File: config.mk
export PLATFORM = sky130hd
export DESIGN_NAME = instr_fetch_unit
export DESIGN_NICKNAME = d
export VERILOG_FILES = /design/src/rtl/instr_fetch_unit.sv
export SDC_FILE = /design/constraint.sdc
export NUM_CORES = 1
export LEC_CHECK = 0
export BUFFER_PORTS_ARGS = -buffer_cell sky130_fd_sc_hd__buf_2
export CAP_MARGIN = 20
export CORE_MARGIN = 2
export CORE_UTILIZATION = 40
export CTS_CLUSTER_DIAMETER = 100
export DETAILED_ROUTE_END_ITERATION = 6
export HOLD_SLACK_MARGIN = 0.02
export PLACE_DENSITY = 0.73
export SLEW_MARGIN = 20
export SYNTH_ARGS = -nofsm -noshare
export SYNTH_HDL_FRONTEND = slang
export SYNTH_SLANG_ARGS = --single-unit
File: constraint.sdc
create_clock -name clk -period 9.1 [get_ports clk]
set_clock_uncertainty 0.15 [all_clocks]
set_input_delay 1.82 -clock clk [delete_from_list [all_inputs] [get_ports clk]]
set_output_delay 1.82 -clock clk [all_outputs]
set_load 0.01 [all_outputs]
File: src/rtl/instr_fetch_unit.sv
// Fetch stage: owns the program counter, fetches one instruction word at a time over
// a req/ready handshake and holds it for decode until it is consumed.
module instr_fetch_unit #(
    parameter logic [31:0] RESET_PC = 32'h0000_0000
) (
    input  logic        clk,
    input  logic        rst,
    output logic        imem_req,
    output logic [31:0] imem_addr,
    input  logic        imem_ready,
    input  logic [31:0] imem_rdata,
    input  logic        stall,
    input  logic        branch_taken,
    input  logic [31:0] branch_offset,
    input  logic        jump,
    input  logic [25:0] jump_index,
    output logic        instr_valid,
    output logic [31:0] instr,
    output logic [15:0] imm,
    output logic [31:0] pc,
    output logic [31:0] pc_plus4,
    output logic [1:0]  state_dbg
);

    // Handshake: a fetch is accepted in the cycle where imem_req=1 and imem_ready=1,
    // and imem_rdata is taken in that same cycle. An instruction is consumed in the
    // cycle where instr_valid=1 and stall=0; redirect inputs matter only then.

    typedef enum logic [1:0] {
        S_IDLE = 2'd0,
        S_REQ  = 2'd1,
        S_HOLD = 2'd2
    } state_t;

    localparam logic [31:0] RESET_PC_A = {RESET_PC[31:2], 2'b00};

    state_t      state;
    logic        idle_wait;
    logic [31:0] fetch_pc;
    logic        consume;
    logic [31:0] seq_pc;
    logic [31:0] branch_pc;
    logic [31:0] jump_pc;
    logic [31:0] next_pc;

    assign consume = (state == S_HOLD) && !stall;

    // Jump outranks branch; both are relative to the address after the held instruction.
    always_comb begin
        seq_pc    = pc_plus4;
        branch_pc = pc_plus4 + (branch_offset << 2);
        jump_pc   = {pc_plus4[31:28], jump_index, 2'b00};
        next_pc   = seq_pc;
        if (jump) begin
            next_pc = jump_pc;
        end else if (branch_taken) begin
            next_pc = branch_pc;
        end
    end

    always_ff @(posedge clk or posedge rst) begin
        if (rst) begin
            state       <= S_IDLE;
            idle_wait   <= 1'b0;
            fetch_pc    <= RESET_PC_A;
            imem_req    <= 1'b0;
            instr_valid <= 1'b0;
            instr       <= 32'd0;
            imm         <= 16'd0;
            pc          <= RESET_PC_A;
            pc_plus4    <= RESET_PC_A + 32'd4;
        end else begin
            case (state)
                // The first edge after release only arms idle_wait; the request
                // goes out on the second edge.
                S_IDLE: begin
                    if (!idle_wait) begin
                        idle_wait <= 1'b1;
                    end else begin
                        idle_wait <= 1'b0;
                        imem_req  <= 1'b1;
                        state     <= S_REQ;
                    end
                end
                S_REQ: begin
                    if (imem_ready) begin
                        instr       <= imem_rdata;
                        imm         <= imem_rdata[15:0];
                        pc          <= fetch_pc;
                        pc_plus4    <= fetch_pc + 32'd4;
                        imem_req    <= 1'b0;
                        instr_valid <= 1'b1;
                        state       <= S_HOLD;
                    end
                end
                S_HOLD: begin
                    if (consume) begin
                        fetch_pc    <= next_pc;
                        instr_valid <= 1'b0;
                        imem_req    <= 1'b1;
                        state       <= S_REQ;
                    end
                end
                default: begin
                    state       <= S_IDLE;
                    idle_wait   <= 1'b0;
                    imem_req    <= 1'b0;
                    instr_valid <= 1'b0;
                end
            endcase
        end
    end

    assign imem_addr = fetch_pc;
    assign state_dbg = state;

endmodule

==> After elaboration in Yosys (flattened, before gate mapping) <==
Cells that the tools add are included.
{ "word_totals": {"reg_bits": 149, "latchBits": 0, "mem_bits_rw": 0, "romBits": 0, "in_bits": 96, "out_inout_bits": 148, "elab_cells": 40, "n_memories": 0} }
{ "op_classes": {"n_addsub": 2, "multipliers": 0, "div_mod_pow": 0, "n_lt_le_gt_ge": 0, "eq_ne": 5, "shifts": 0, "n_mux": 15, "n_bitwise": 1, "reduce_logical": 8} }
{ "ops": {"columns": ["operator", "n"], "rows": [
  ["$mux W32", 2],
  ["$add A32 B3 Y32 const B", 1],
  ["$add A32 B32 Y32", 1],
  ["$mux W1", 6],
  ["$mux W2", 3],
  ["$ne A2 B2 Y1 const B", 3],
  ["$pmux W1 S3", 2],
  ["$pmux W2 S3", 1],
  ["$reduce_and A3 Y1", 2],
  ["$reduce_and A2 Y1", 2],
  ["$eq A2 B1 Y1 const B", 1],
  ["$eq A2 B2 Y1 const B", 1],
  ["$logic_not A2 Y1", 1],
  ["$pmux W1 S2", 1],
  ["$reduce_or A2 Y1", 1],
  ["$logic_and A1 B1 Y1", 1],
  ["$logic_not A1 Y1", 1],
  ["$not A1 Y1", 1]
]} }

==> Depth between registers and ports, before layout <==
{ "depth": {"word_depth": 4, "ltp_mapped": 11, "depth_no_buf": 11} }

==> Least setup slack after synthesis <==
No wires, ideal clock.
{ "synth_path": {"path_type": "input port to flip-flop", "startpoint": "input port branch_offset[0]", "endpoint": "register fetch_pc[30] (netlist: imem_addr[30])", "setup_ps": 82, "t_arrival_ps": 4130, "required_time_ps": 8868, "slack_ps": 4738, "stages": 11, "n_path_buf": 0, "path_cell_list": "ha_1 -> fa_1 -> a21oi_1 -> nor2_1 -> and4bb_1 -> nor2_1 -> a221oi_2 -> o211ai_2 -> a32oi_1 -> mux2_1 -> a31oi_1"} }
{ "synth_between": {"elab_chain_len": 3} }
{ "synth_rtl": {"columns": ["item", "line", "text"], "rows": [
  ["start, declared", "14", "input logic [31:0] branch_offset,"],
  ["$add A32 B32 Y32", "51", "branch_pc = pc_plus4 + (branch_offset << 2);"],
  ["$mux W32", "56", "end else if (branch_taken) begin"],
  ["$mux W32", "54", "if (jump) begin"],
  ["end signal, assigned", "98", "fetch_pc <= next_pc;"],
  ["end, declared", "39", "logic [31:0] fetch_pc;"]
]} }
Every way passes these cells.
A chain may end at the register's enable or synchronous reset.

==> Worst setup path in the final report <==
Ends and elaborated chain as after synthesis.

==> results.yml <==
clock_tree:
  clk_pin_slew_ns: 0.06
  cts-resized-gates: 0
  clock-sinks: 130
  cts_htree_levels: 4
  root_buffer: "clkbuf_16"
  cts_setup_buffers: 0
  cts_buffers: 17
  clk_latency_ns: 0.42
  cts_tree: "yes"
  hold_buffers: 0
  cts_max_path_buffers: 2
synthesis:
  synth_edf_count: 0
  ys_ff_latch: 130
  synth_ff_type: "dfrtp_1"
  synthTopCellsByCount: "129 x dfrtp_1, 82 x nand2_1, 68 x mux2_2"
  yosysSeqAreaShare: 0.438
  synth_fp_nets: 871
  syn_area_um2: 7430
  synth_cells: 741
  yosysMostFrequentCell: "dfrtp_1"
  yosys-top-cells-area: "dfrtp_1 43%, mux2_2 10%, ha_1 5.6%, o21ai_0 4.5%, nand2_1 4.1%"
  yosysWarnings: 0
  synth_async_sr_flop_share: 1.00
  syn_avg_cell_area_um2: 10.0
  synth_top_area_share: 0.434
  synth_top_cell_by_area: "dfrtp_1"
  ys_types: 58
die:
  die_w_um: 140
  die_height_um: 140
  rows: 49
  core-area_um2: 18100
  die_area_um2: 19700
  pin_count: 244
  initial_core_util: 0.411
worst_setup_path:
  worst-path-max-fanout: 3
  end_kind: "flop"
  path_cells: "buf_2 -> ha_1 -> fa_1 -> a21oi_1 -> nor2_1 -> and4bb_1 -> nor2_1 -> a221oi_2 -> o211ai_2 -> a32oi_1 -> mux2_1 -> a31oi_1"
  critPathMaxStageDelay_ns: 0.44
  crit_arrival_ns: 4.70
  crit_top_cell: "nor2_1"
  crit_type: "in -> reg"
  cp-start-kind: "input port"
  crit_slowest_cell: "a221oi_2"
  critPathRequiredTime_ns: 9.27
power:
  vdd_ir_drop_max_v: 0.000202
  p_per_area_nw_per_um2: 354
  leakage_uw: 0.00465
routing:
  drc_errors: 0
  vias_per_cell: 5.35
  drtIter0Drc: 252
  vias: 6372
  ant_nets: 0
  wire_per_inst_um: 17.0
  dr.pass1.iters: 4
  routed_wl_um: 20200
place:
  port_buffers: 241
  routabilityCongestion: 0.866
  dpl.hpwl_um: 14600
  dpl_cell_area_um2: 8660
timing:
  maxSlewHeadroom: 0.329
  layout_min_cycle_time_ns: 4.53
  slew_viol_final: 0
  worstMarginPinSlew_ns: 1.01
  hold_violations: 0
  setup_total_negative_slack_ns: 0
  min_period_over_period: 0.497
  setup_viol: 0
  max_freq_mhz: 221
  rsz0062_at_grt: "no"
global_routing:
  use_met1: 0.251
  gr-usage-met3: 0.0591
  grt-ovfl-total: 0
  antenna_found_initial: 1
  grt_pass1_vias: 6231
  grt_first_pass_wirelength_um: 31700
  grt_util_met2: 0.343
  grt_max_degree: 79
  grt.busiest_layer: "met2"
  gr-usage-all-layers: 0.203
flow_run:
  max_cap_violations: 0
final_layout:
  drive_above_1_share: 0.372
  area_growth_pct: 25.2
  final_nets: 1079
  design_area_um2: 9300
min_path:
  worstHoldPathType: "reg -> reg"
status:
  status: "complete, no violations"
==> worst max-delay path: cells and delay by family <==
family          cells  cell delay, ns
compound gates      5            1.27
fa+ha+maj           2            0.64
buf+inv             1            0.10
mux                 1            0.34
simple gates        3            0.53
==> stage by stage <==
stage	hold WS [ns]	utilization	power (uW)	cells	setup WS, ns
2_1_floorplan	0.330	-	2070	741	3.66
3_3_place_gp	0.309	0.479	2510	1159	4.15
3_5_place_dp	0.330	0.479	2560	1159	4.17
4_1_cts	0.344	0.514	3320	1191	4.60
5_1_grt	0.359	0.514	3520	1192	4.35
6_report	0.343	0.514	3290	1192	4.57
==> sequential cells by signal (all words and copies together), names as in the netlist <==
| register | cells |
|---|---|
| idle_wait | 1 |
| imem_addr | 32 |
| instr | 32 |
| instr_valid | 1 |
| pc | 32 |
| pc_plus4 | 30 |
| state_dbg | 2 |
==> logic make-up (layout without fill, tap and decap cells) <==
family | after synthesis | count (layout) | share of synthesized area
AND/OR/NAND/NOR | 188 | 188 | 0.119
AO/OA/AOI/OAI | 187 | 187 | 0.152
flip-flops | 130 | 130 | 0.438
multiplexers | 85 | 85 | 0.126
buffers and inverters | 65 | 286 | 0.0453
XOR/XNOR | 52 | 52 | 0.0613
adder cells (fa/ha/maj) | 34 | 34 | 0.0583
other | 0 | 1 | 0
==> layer usage <==
metal | vias up | routed length, um | part of all wire
met1 | 3100 | 8710 | 0.43
met5 | - | 0 | 0
li1 | 3036 | - | -
met2 | 220 | 9850 | 0.49
met3 | 16 | 1440 | 0.071
met4 | 0 | 228 | 0.011
==> report_power, final <==
part / internal, uW / switching (uW)
combinational: 677 / 783
clock: 482 / 265
sequential: 834 / 250
total: 1990 / 1300
==> layout by cell type (no fill, tap or decap), types with 3 or more instances in the layout <==
| cell | instances |
|---|---|
| a211oi_1 | 10 |
| a21o_1 | 13 |
| a21oi_1 | 49 |
| a31oi_1 | 13 |
| and3_1 | 15 |
| buf_2 | 241 |
| bufinv_16 | 4 |
| clkbuf_16 | 17 |
| clkbuf_8 | 3 |
| clkinv_2 | 3 |
| dfrtp_1 | 129 |
| ha_1 | 33 |
| inv_1 | 10 |
| inv_6 | 3 |
| mux2_2 | 68 |
| mux2i_1 | 16 |
| nand2_1 | 81 |
| nand2b_1 | 6 |
| nand3_1 | 17 |
| nand4_1 | 8 |
| nor2_1 | 37 |
| nor2b_1 | 9 |
| nor3b_1 | 3 |
| o211ai_1 | 5 |
| o21ai_0 | 67 |
| o31ai_1 | 3 |
| xnor2_1 | 21 |
| xor2_1 | 31 |
==> area by class of cell <==
class	count	area, um2
inverters	11	46.3
fillers	1632	8780
clock inverters	12	178
flip-flops and latches	130	3250
well taps	229	287
diodes	1	2.50
multi-input cells	546	3850
clock buffers	20	467
repair buffers	243	1220
==> final timing paths <==
path,slack (ns),endpoint,cells after the start,start
max,4.57,imem_addr[30]$_DFFE_PP0P_,12,branch_offset[0]
min,0.34,imem_addr[0]$_DFFE_PP0P_,2,imem_addr[0]$_DFFE_PP0P_
max reg2reg,5.71,imem_addr[30]$_DFFE_PP0P_,11,pc_plus4[2]$_DFFE_PP1P_
min reg2reg,0.34,imem_addr[0]$_DFFE_PP0P_,2,imem_addr[0]$_DFFE_PP0P_
max in group asynchronous,6.20,pc[31]$_DFFE_PP0P_,3,rst
min in group asynchronous,1.35,instr[2]$_DFFE_PP0P_,2,rst
No activity file was read; power rests on OpenSTA's default activity.
